--- config.mk ---
export PLATFORM = sky130hd
export DESIGN_NAME = fpd_32
export DESIGN_NICKNAME = d
export VERILOG_FILES = /design/src/rtl/fp32_pkg.sv /design/src/rtl/fp32_unpack.sv /design/src/rtl/fpd_32.sv
export SDC_FILE = /design/constraint.sdc
export NUM_CORES = 1
export LEC_CHECK = 0
export CAP_MARGIN = 20
export CORE_UTILIZATION = 65
export CTS_BUF_LIST = sky130_fd_sc_hd__clkbuf_4 sky130_fd_sc_hd__clkbuf_8
export DETAILED_ROUTE_END_ITERATION = 10
export HOLD_SLACK_MARGIN = 0.15
export PLACE_DENSITY_LB_ADDON = 0.08
export SETUP_SLACK_MARGIN = 0.02
export SLEW_MARGIN = 20
export SYNTH_ARGS = -nofsm -noshare
export SYNTH_HDL_FRONTEND = slang
export SYNTH_SLANG_ARGS = --single-unit
--- constraint.sdc ---
create_clock -name clk -period 12.4 [get_ports clk]
set_clock_uncertainty 0.05 [all_clocks]
set_input_delay 1.86 -clock clk [delete_from_list [all_inputs] [get_ports clk]]
set_output_delay 1.86 -clock clk [all_outputs]
set_load 0.02 [all_outputs]
--- src/rtl/fp32_pkg.sv ---
// Shared binary32 definitions for the floating-point divider (and multiplier).
// Optional feature macro used by the divider: FPD_FLAGS_EN (exception flags port).
package fp32_pkg;

  localparam int EXP_W = 8;
  localparam int MAN_W = 23;
  localparam int BIAS  = 127;

  localparam logic [31:0]      QNAN    = 32'h7FC0_0000;
  localparam logic [EXP_W-1:0] INF_EXP = 8'hFF;

  // Restoring division produces one quotient bit per DIV cycle.
  localparam logic [4:0] DIV_LAST = 5'd25;

  typedef enum logic [2:0] {
    ST_IDLE   = 3'd0,
    ST_UNPACK = 3'd1,
    ST_DIV    = 3'd2,
    ST_ROUND  = 3'd3,
    ST_DONE   = 3'd4
  } fpd_state_e;

  // Bit positions inside the 5-bit flags vector.
  localparam int FLG_INVALID   = 4;
  localparam int FLG_DIVZERO   = 3;
  localparam int FLG_OVERFLOW  = 2;
  localparam int FLG_UNDERFLOW = 1;
  localparam int FLG_INEXACT   = 0;

  function automatic logic [31:0] signed_inf(input logic s);
    return {s, INF_EXP, 23'd0};
  endfunction

  function automatic logic [31:0] signed_zero(input logic s);
    return {s, 31'd0};
  endfunction

endpackage

--- src/rtl/fp32_unpack.sv ---
// Combinational binary32 field splitter. Exponent 0 is reported as zero so
// denormal operands are flushed by the consumer.
module fp32_unpack
  import fp32_pkg::*;
(
  input  logic [31:0]      op,
  output logic             sign,
  output logic [EXP_W-1:0] expo,
  output logic [MAN_W:0]   man,
  output logic             is_zero,
  output logic             is_inf,
  output logic             is_nan
);

  // Field extraction and operand classification.
  always_comb begin
    sign    = op[31];
    expo    = op[30:23];
    man     = {1'b1, op[22:0]};
    is_zero = (op[30:23] == 8'd0);
    is_inf  = (op[30:23] == INF_EXP) && (op[22:0] == 23'd0);
    is_nan  = (op[30:23] == INF_EXP) && (op[22:0] != 23'd0);
  end

endmodule

--- src/rtl/fpd_32.sv ---
// Iterative binary32 divider: restoring radix-2 mantissa division (26 cycles),
// round-to-nearest-even, flush-to-zero on input and output.
// Define FPD_FLAGS_EN to add the {invalid, divzero, overflow, underflow, inexact} port.
module fpd_32
  import fp32_pkg::*;
(
  input  logic        clk,
  input  logic        rst,
  input  logic        start,
  input  logic [31:0] x,
  input  logic [31:0] y,
  output logic [31:0] q,
  output logic        busy,
  output logic        done
`ifdef FPD_FLAGS_EN
  ,
  output logic [4:0]  flags
`endif
);

  fpd_state_e         state_r;
  logic [31:0]        x_r, y_r, q_r;
  logic               busy_r, done_r, sign_r;
  logic signed [9:0]  exp_r;
  logic [23:0]        mb_r;
  logic [24:0]        rem_r;
  logic [25:0]        quo_r;
  logic [4:0]         cnt_r;

  logic               xa_sign_s, yb_sign_s;
  logic [EXP_W-1:0]   xa_exp_s, yb_exp_s;
  logic [MAN_W:0]     xa_man_s, yb_man_s;
  logic               xa_zero_s, xa_inf_s, xa_nan_s;
  logic               yb_zero_s, yb_inf_s, yb_nan_s;

  logic               res_sign_s, spec_hit_s;
  logic [31:0]        spec_q_s;
  logic               ge_s;
  logic [24:0]        sub_s;

  logic [23:0]        rnd_man_s;
  logic               rnd_guard_s, rnd_sticky_s, rnd_inc_s;
  logic [24:0]        rnd_sum_s;
  logic [22:0]        rnd_frac_s;
  logic signed [9:0]  rnd_e1_s, rnd_e2_s;
  logic [31:0]        rnd_q_s;

`ifdef FPD_FLAGS_EN
  logic [4:0]         flags_r, spec_flags_s, rnd_flags_s;
`endif

  fp32_unpack u_unpack_x (
    .op(x_r), .sign(xa_sign_s), .expo(xa_exp_s), .man(xa_man_s),
    .is_zero(xa_zero_s), .is_inf(xa_inf_s), .is_nan(xa_nan_s)
  );

  fp32_unpack u_unpack_y (
    .op(y_r), .sign(yb_sign_s), .expo(yb_exp_s), .man(yb_man_s),
    .is_zero(yb_zero_s), .is_inf(yb_inf_s), .is_nan(yb_nan_s)
  );

  // Special-operand resolution in priority order: NaN, invalid, infinity, zero.
  always_comb begin
    res_sign_s = xa_sign_s ^ yb_sign_s;
    spec_hit_s = 1'b1;
    spec_q_s   = 32'd0;
`ifdef FPD_FLAGS_EN
    spec_flags_s = 5'd0;
`endif
    if (xa_nan_s || yb_nan_s) begin
      spec_q_s = QNAN;
    end else if ((xa_zero_s && yb_zero_s) || (xa_inf_s && yb_inf_s)) begin
      spec_q_s = QNAN;
`ifdef FPD_FLAGS_EN
      spec_flags_s[FLG_INVALID] = 1'b1;
`endif
    end else if (xa_inf_s || yb_zero_s) begin
      spec_q_s = signed_inf(res_sign_s);
`ifdef FPD_FLAGS_EN
      spec_flags_s[FLG_DIVZERO] = yb_zero_s & ~xa_inf_s;
`endif
    end else if (xa_zero_s || yb_inf_s) begin
      spec_q_s = signed_zero(res_sign_s);
    end else begin
      spec_hit_s = 1'b0;
    end
  end

  // One restoring step: trial-subtract the divisor from the partial remainder.
  always_comb begin
    ge_s  = (rem_r >= {1'b0, mb_r});
    sub_s = rem_r - {1'b0, mb_r};
  end

  // Normalise the 26-bit quotient, round to nearest even, then range-check.
  always_comb begin
    rnd_sticky_s = (rem_r != 25'd0);
    if (quo_r[25]) begin
      rnd_man_s    = quo_r[25:2];
      rnd_guard_s  = quo_r[1];
      rnd_sticky_s = rnd_sticky_s | quo_r[0];
      rnd_e1_s     = exp_r;
    end else begin
      rnd_man_s    = quo_r[24:1];
      rnd_guard_s  = quo_r[0];
      rnd_e1_s     = exp_r - 10'sd1;
    end
    rnd_inc_s  = rnd_guard_s & (rnd_sticky_s | rnd_man_s[0]);
    rnd_sum_s  = {1'b0, rnd_man_s} + {24'd0, rnd_inc_s};
    rnd_frac_s = rnd_sum_s[24] ? rnd_sum_s[23:1] : rnd_sum_s[22:0];
    rnd_e2_s   = rnd_e1_s + $signed({9'd0, rnd_sum_s[24]});
`ifdef FPD_FLAGS_EN
    rnd_flags_s = 5'd0;
`endif
    if (rnd_e2_s >= 10'sd255) begin
      rnd_q_s = signed_inf(sign_r);
`ifdef FPD_FLAGS_EN
      rnd_flags_s[FLG_OVERFLOW] = 1'b1;
      rnd_flags_s[FLG_INEXACT]  = 1'b1;
`endif
    end else if (rnd_e2_s <= 10'sd0) begin
      rnd_q_s = signed_zero(sign_r);
`ifdef FPD_FLAGS_EN
      rnd_flags_s[FLG_UNDERFLOW] = 1'b1;
      rnd_flags_s[FLG_INEXACT]   = 1'b1;
`endif
    end else begin
      rnd_q_s = {sign_r, rnd_e2_s[7:0], rnd_frac_s};
`ifdef FPD_FLAGS_EN
      rnd_flags_s[FLG_INEXACT] = rnd_guard_s | rnd_sticky_s;
`endif
    end
  end

  // Control FSM with datapath registers and registered handshake outputs.
  always_ff @(posedge clk) begin
    if (rst) begin
      state_r <= ST_IDLE;
      x_r     <= 32'd0;
      y_r     <= 32'd0;
      q_r     <= 32'd0;
      busy_r  <= 1'b0;
      done_r  <= 1'b0;
      sign_r  <= 1'b0;
      exp_r   <= 10'sd0;
      mb_r    <= 24'd0;
      rem_r   <= 25'd0;
      quo_r   <= 26'd0;
      cnt_r   <= 5'd0;
`ifdef FPD_FLAGS_EN
      flags_r <= 5'd0;
`endif
    end else begin
      done_r <= 1'b0;
      case (state_r)
        ST_IDLE: begin
          if (start) begin
            x_r     <= x;
            y_r     <= y;
            busy_r  <= 1'b1;
            state_r <= ST_UNPACK;
          end
        end
        ST_UNPACK: begin
          if (spec_hit_s) begin
            q_r     <= spec_q_s;
`ifdef FPD_FLAGS_EN
            flags_r <= spec_flags_s;
`endif
            busy_r  <= 1'b0;
            done_r  <= 1'b1;
            state_r <= ST_DONE;
          end else begin
            sign_r  <= res_sign_s;
            exp_r   <= $signed({2'b00, xa_exp_s}) - $signed({2'b00, yb_exp_s}) + 10'sd127;
            mb_r    <= yb_man_s;
            rem_r   <= {1'b0, xa_man_s};
            quo_r   <= 26'd0;
            cnt_r   <= 5'd0;
            state_r <= ST_DIV;
          end
        end
        ST_DIV: begin
          rem_r <= (ge_s ? sub_s : rem_r) << 1'b1;
          quo_r <= {quo_r[24:0], ge_s};
          cnt_r <= cnt_r + 5'd1;
          if (cnt_r == DIV_LAST) begin
            state_r <= ST_ROUND;
          end
        end
        ST_ROUND: begin
          q_r     <= rnd_q_s;
`ifdef FPD_FLAGS_EN
          flags_r <= rnd_flags_s;
`endif
          busy_r  <= 1'b0;
          done_r  <= 1'b1;
          state_r <= ST_DONE;
        end
        ST_DONE: begin
          state_r <= ST_IDLE;
        end
        default: begin
          busy_r  <= 1'b0;
          state_r <= ST_IDLE;
        end
      endcase
    end
  end

  assign q    = q_r;
  assign busy = busy_r;
  assign done = done_r;
`ifdef FPD_FLAGS_EN
  assign flags = flags_r;
`endif

endmodule

==> results.md <==
* IO Pins at 101
* Clock transition at path regs at 110 ps
* Routed vias/inst at 6.08
* Inserted Clock Buffers at 17
* CP endpoint kind: register
* Synth Instances at 1405
* Root Driver: clkbuf_8
* Post-synth EDFFs at 0
* Combinational family with the most area after synthesis: simple AND/OR/NAND/NOR gates
* Starting Density at 67.2%
* RR Startpoint: quo_r[25]
* Peak supply drop at 138 µV
* CTS sink count at 192
* Port Buffers at 100
* CTS Hold Bufs at 0
* CTS H-tree lvls at 4
* Pwr dens at 144 nW/µm²
* Avg Inst Size Synth at 7.68 µm²
* Fillcell total at 1241
* Post CTS Setup Buffer Count at 0
* Fraction of registers with async set/reset at 0%
* Horiz. Die Dim at 131 µm
* Max Cap Violations at 0
* Inst Count DP at 1649
* Total track usage at 33.4%
* Core Region at 16100 µm²
* Max Fclk at 0.169 GHz
* Non-filler cells, final at 1681
* Yosys top cell area share at 35.6%
* Outcome: finished clean
* Die Span Y at 131 µm
* Period minus WS final at 5930 ps
* Kind of critical path: register to register
* Resize count post-CTS at 0
* Slew HR at 28.0%
* DRT antenna net count at 0
* Worst EP arrival at 6300 ps
* Die area at 17100 µm²
* Final setup violation count at 0
* R2r worst-path depth at 16
* Critical-path maximum fanout at 60
* # DRC at 0
* Primary FF master, synth: dfxtp_1
* Synth Area in Compound Gates at 21.4%
* Pin slew with the least headroom to its limit at 1070 ps
* Hold Path End: q[12]
* # diodes at 0
* Wire per inst at 16.7 µm
* DP Wirelength at 19.7 mm
* Hold WC Path Type: register to register
* Layout area overhead at 13.8%
* Fin nets at 1560
* Fin. Hold Viols at 0
* Pre-antenna DRT Iters at 5
* Final period util at 47.8%
* Proportion of synthesized area in mux cells at 6.34%
* First-pass GRT wire length at 44.5 mm
* CP required at 12770 ps
* Vias at 10200
* Register-to-register setup slack at 6470 ps
* Hold Startpoint: q[12]
* Adder-cell area share of the yosys netlist at 4.89%
* XOR/XNOR Fraction of Synth Area at 3.93%
* Most instantiated cells after synthesis: nand2_1, a21oi_1, dfxtp_1
* Simple-Gate Fraction of Synth Area at 22.8%
* Static Leakage at 4.44 nW
* Initial antenna violation count at 0
* Flops & latches, synth at 192
* Post-layout util at 76.5%
* Synth unique cells at 72
* Worst R2R End: q[17]
* Unrepaired setup endpoints after global routing: false
* Row cnt at 46
* Cell Area, Synth at 10800 µm²
* Detailed-route wire length at 28.0 mm
* Global route overflow at 0
* Top-count cell post-synth: nand2_1
* Synth area leaders: dfxtp_1, nand2_1, a21oi_1
* DRT iter0 DRCs at 767
* CTS tree: yes
* Crit path launch type: register
* Clock Latency Late Sink at 480 ps
* Largest net degree at the start of global routing at 96
* Placer Congestion at 0.897
* Max Root-Sink Buffers at 2
* Biggest area consumer among synthesized cells: dfxtp_1
* Layout cells sized above 1 at 6.14%
* Net Count, Synth at 1513
* Vias in the first global route at 9170
* Max-slew violations at 0
* Cells on Worst Hold Path at 2
* Yosys warns at 0
* Sum of negative setup slack at 0 ps
* Register area share after synthesis at 35.6%
## flip-flops by register name, summed over array words and instances, names as in the netlist
register and flops:
rem_r 25, state_r 3, y_r 32, done 1, mb_r 24, x_r 32
quo_r 26, exp_r 10, cnt_r 5, busy 1, q 32, sign_r 1
## layout by cell type (no fill, tap or decap), types with 9 or more instances in the layout
| cell | instances |
|---|---|
| nand4_1 | 18 |
| o21ai_0 | 65 |
| nand2_1 | 263 |
| nand2b_1 | 11 |
| or3_1 | 9 |
| nor2b_1 | 10 |
| dfxtp_1 | 191 |
| mux2i_1 | 38 |
| clkbuf_8 | 18 |
| nor2_1 | 80 |
| nand3_1 | 50 |
| and2_1 | 9 |
| a211oi_1 | 15 |
| xnor2_1 | 28 |
| xor2_1 | 16 |
| a31oi_1 | 9 |
| clkdlybuf4s50_1 | 99 |
| buf_4 | 12 |
| inv_1 | 54 |
| a22o_1 | 14 |
| ha_1 | 39 |
| nor3_1 | 21 |
| mux2_2 | 27 |
| a21oi_1 | 194 |
| nor4_1 | 31 |
## critical path: stages (launching register included)
cell and delay [ps]:
dfxtp_2 330, buf_4 530, mux2i_1 250, nor4_1 550, nor3b_1 520, nand3_1 160
nor2_1 550, ha_1 300, ha_1 240, nand2b_1 70, mux2_2 310, a2111oi_2 480
mux2i_1 340, xnor2_2 140, and4b_1 500, and2b_2 340, a32o_1 190
## cell families (layout without fill, tap and decap cells)
group | after synthesis | after routing
DFF | 192 | 192
muxes | 65 | 65
buffers and inverters | 138 | 198
and+or+nand+nor | 538 | 538
xor gates and xnor gates | 46 | 46
AOI/OAI and AO/OA | 385 | 385
adders and majority gates | 41 | 41
## layout make-up
class / count / area, µm² / area share, %
inverter: 55 / 206 / 1.68
multi-input combinational: 1075 / 6430 / 52.3
clock buffer: 18 / 248 / 2.02
clock inverter: 14 / 205 / 1.67
tap: 216 / 270 / 2.20
timing repair buffer: 111 / 1080 / 8.80
sequential: 192 / 3840 / 31.3
## power breakdown
part,internal (mW),switching (mW),leakage (nW)
Sequential,0.652,0.0366,1.56
Clock,0.200,0.257,0.230
Combinational,0.261,0.367,2.65
Total,1.11,0.661,4.44
## worst max path at each step
stage | startpoint | endpoint | slack [ps] | cells past startpoint
after floorplan | quo_r[25] | q[11] | 6140 | 23
after global placement | quo_r[25] | q[1] | 6790 | 16
after detailed placement | quo_r[25] | q[1] | 6610 | 16
after CTS | quo_r[25] | q[17] | 6580 | 16
after global routing | quo_r[25] | q[17] | 6000 | 18
final | quo_r[25] | q[17] | 6470 | 16
## per-stage QoR
step           total power, mW  area [µm²]  hold slack [ps]  worst slack, ps
2_1_floorplan             1.17       10800              386             6140
3_3_place_gp              1.30       11800              391             6790
3_5_place_dp              1.32       11800              398             6610
4_1_cts                   1.77       12300              413             6580
5_1_grt                   1.88       12300              432             6000
6_report                  1.77       12300              411             6470
## per-layer routing
metal	vias to the layer above	wire (µm)	global-route usage, %
met5	-	0	0
met4	0	614	10.7
met3	48	1880	7.94
met2	316	12900	53.2
met1	4779	12600	44.6
li1	5073	-	-
(Power assumes the default switching activity.)
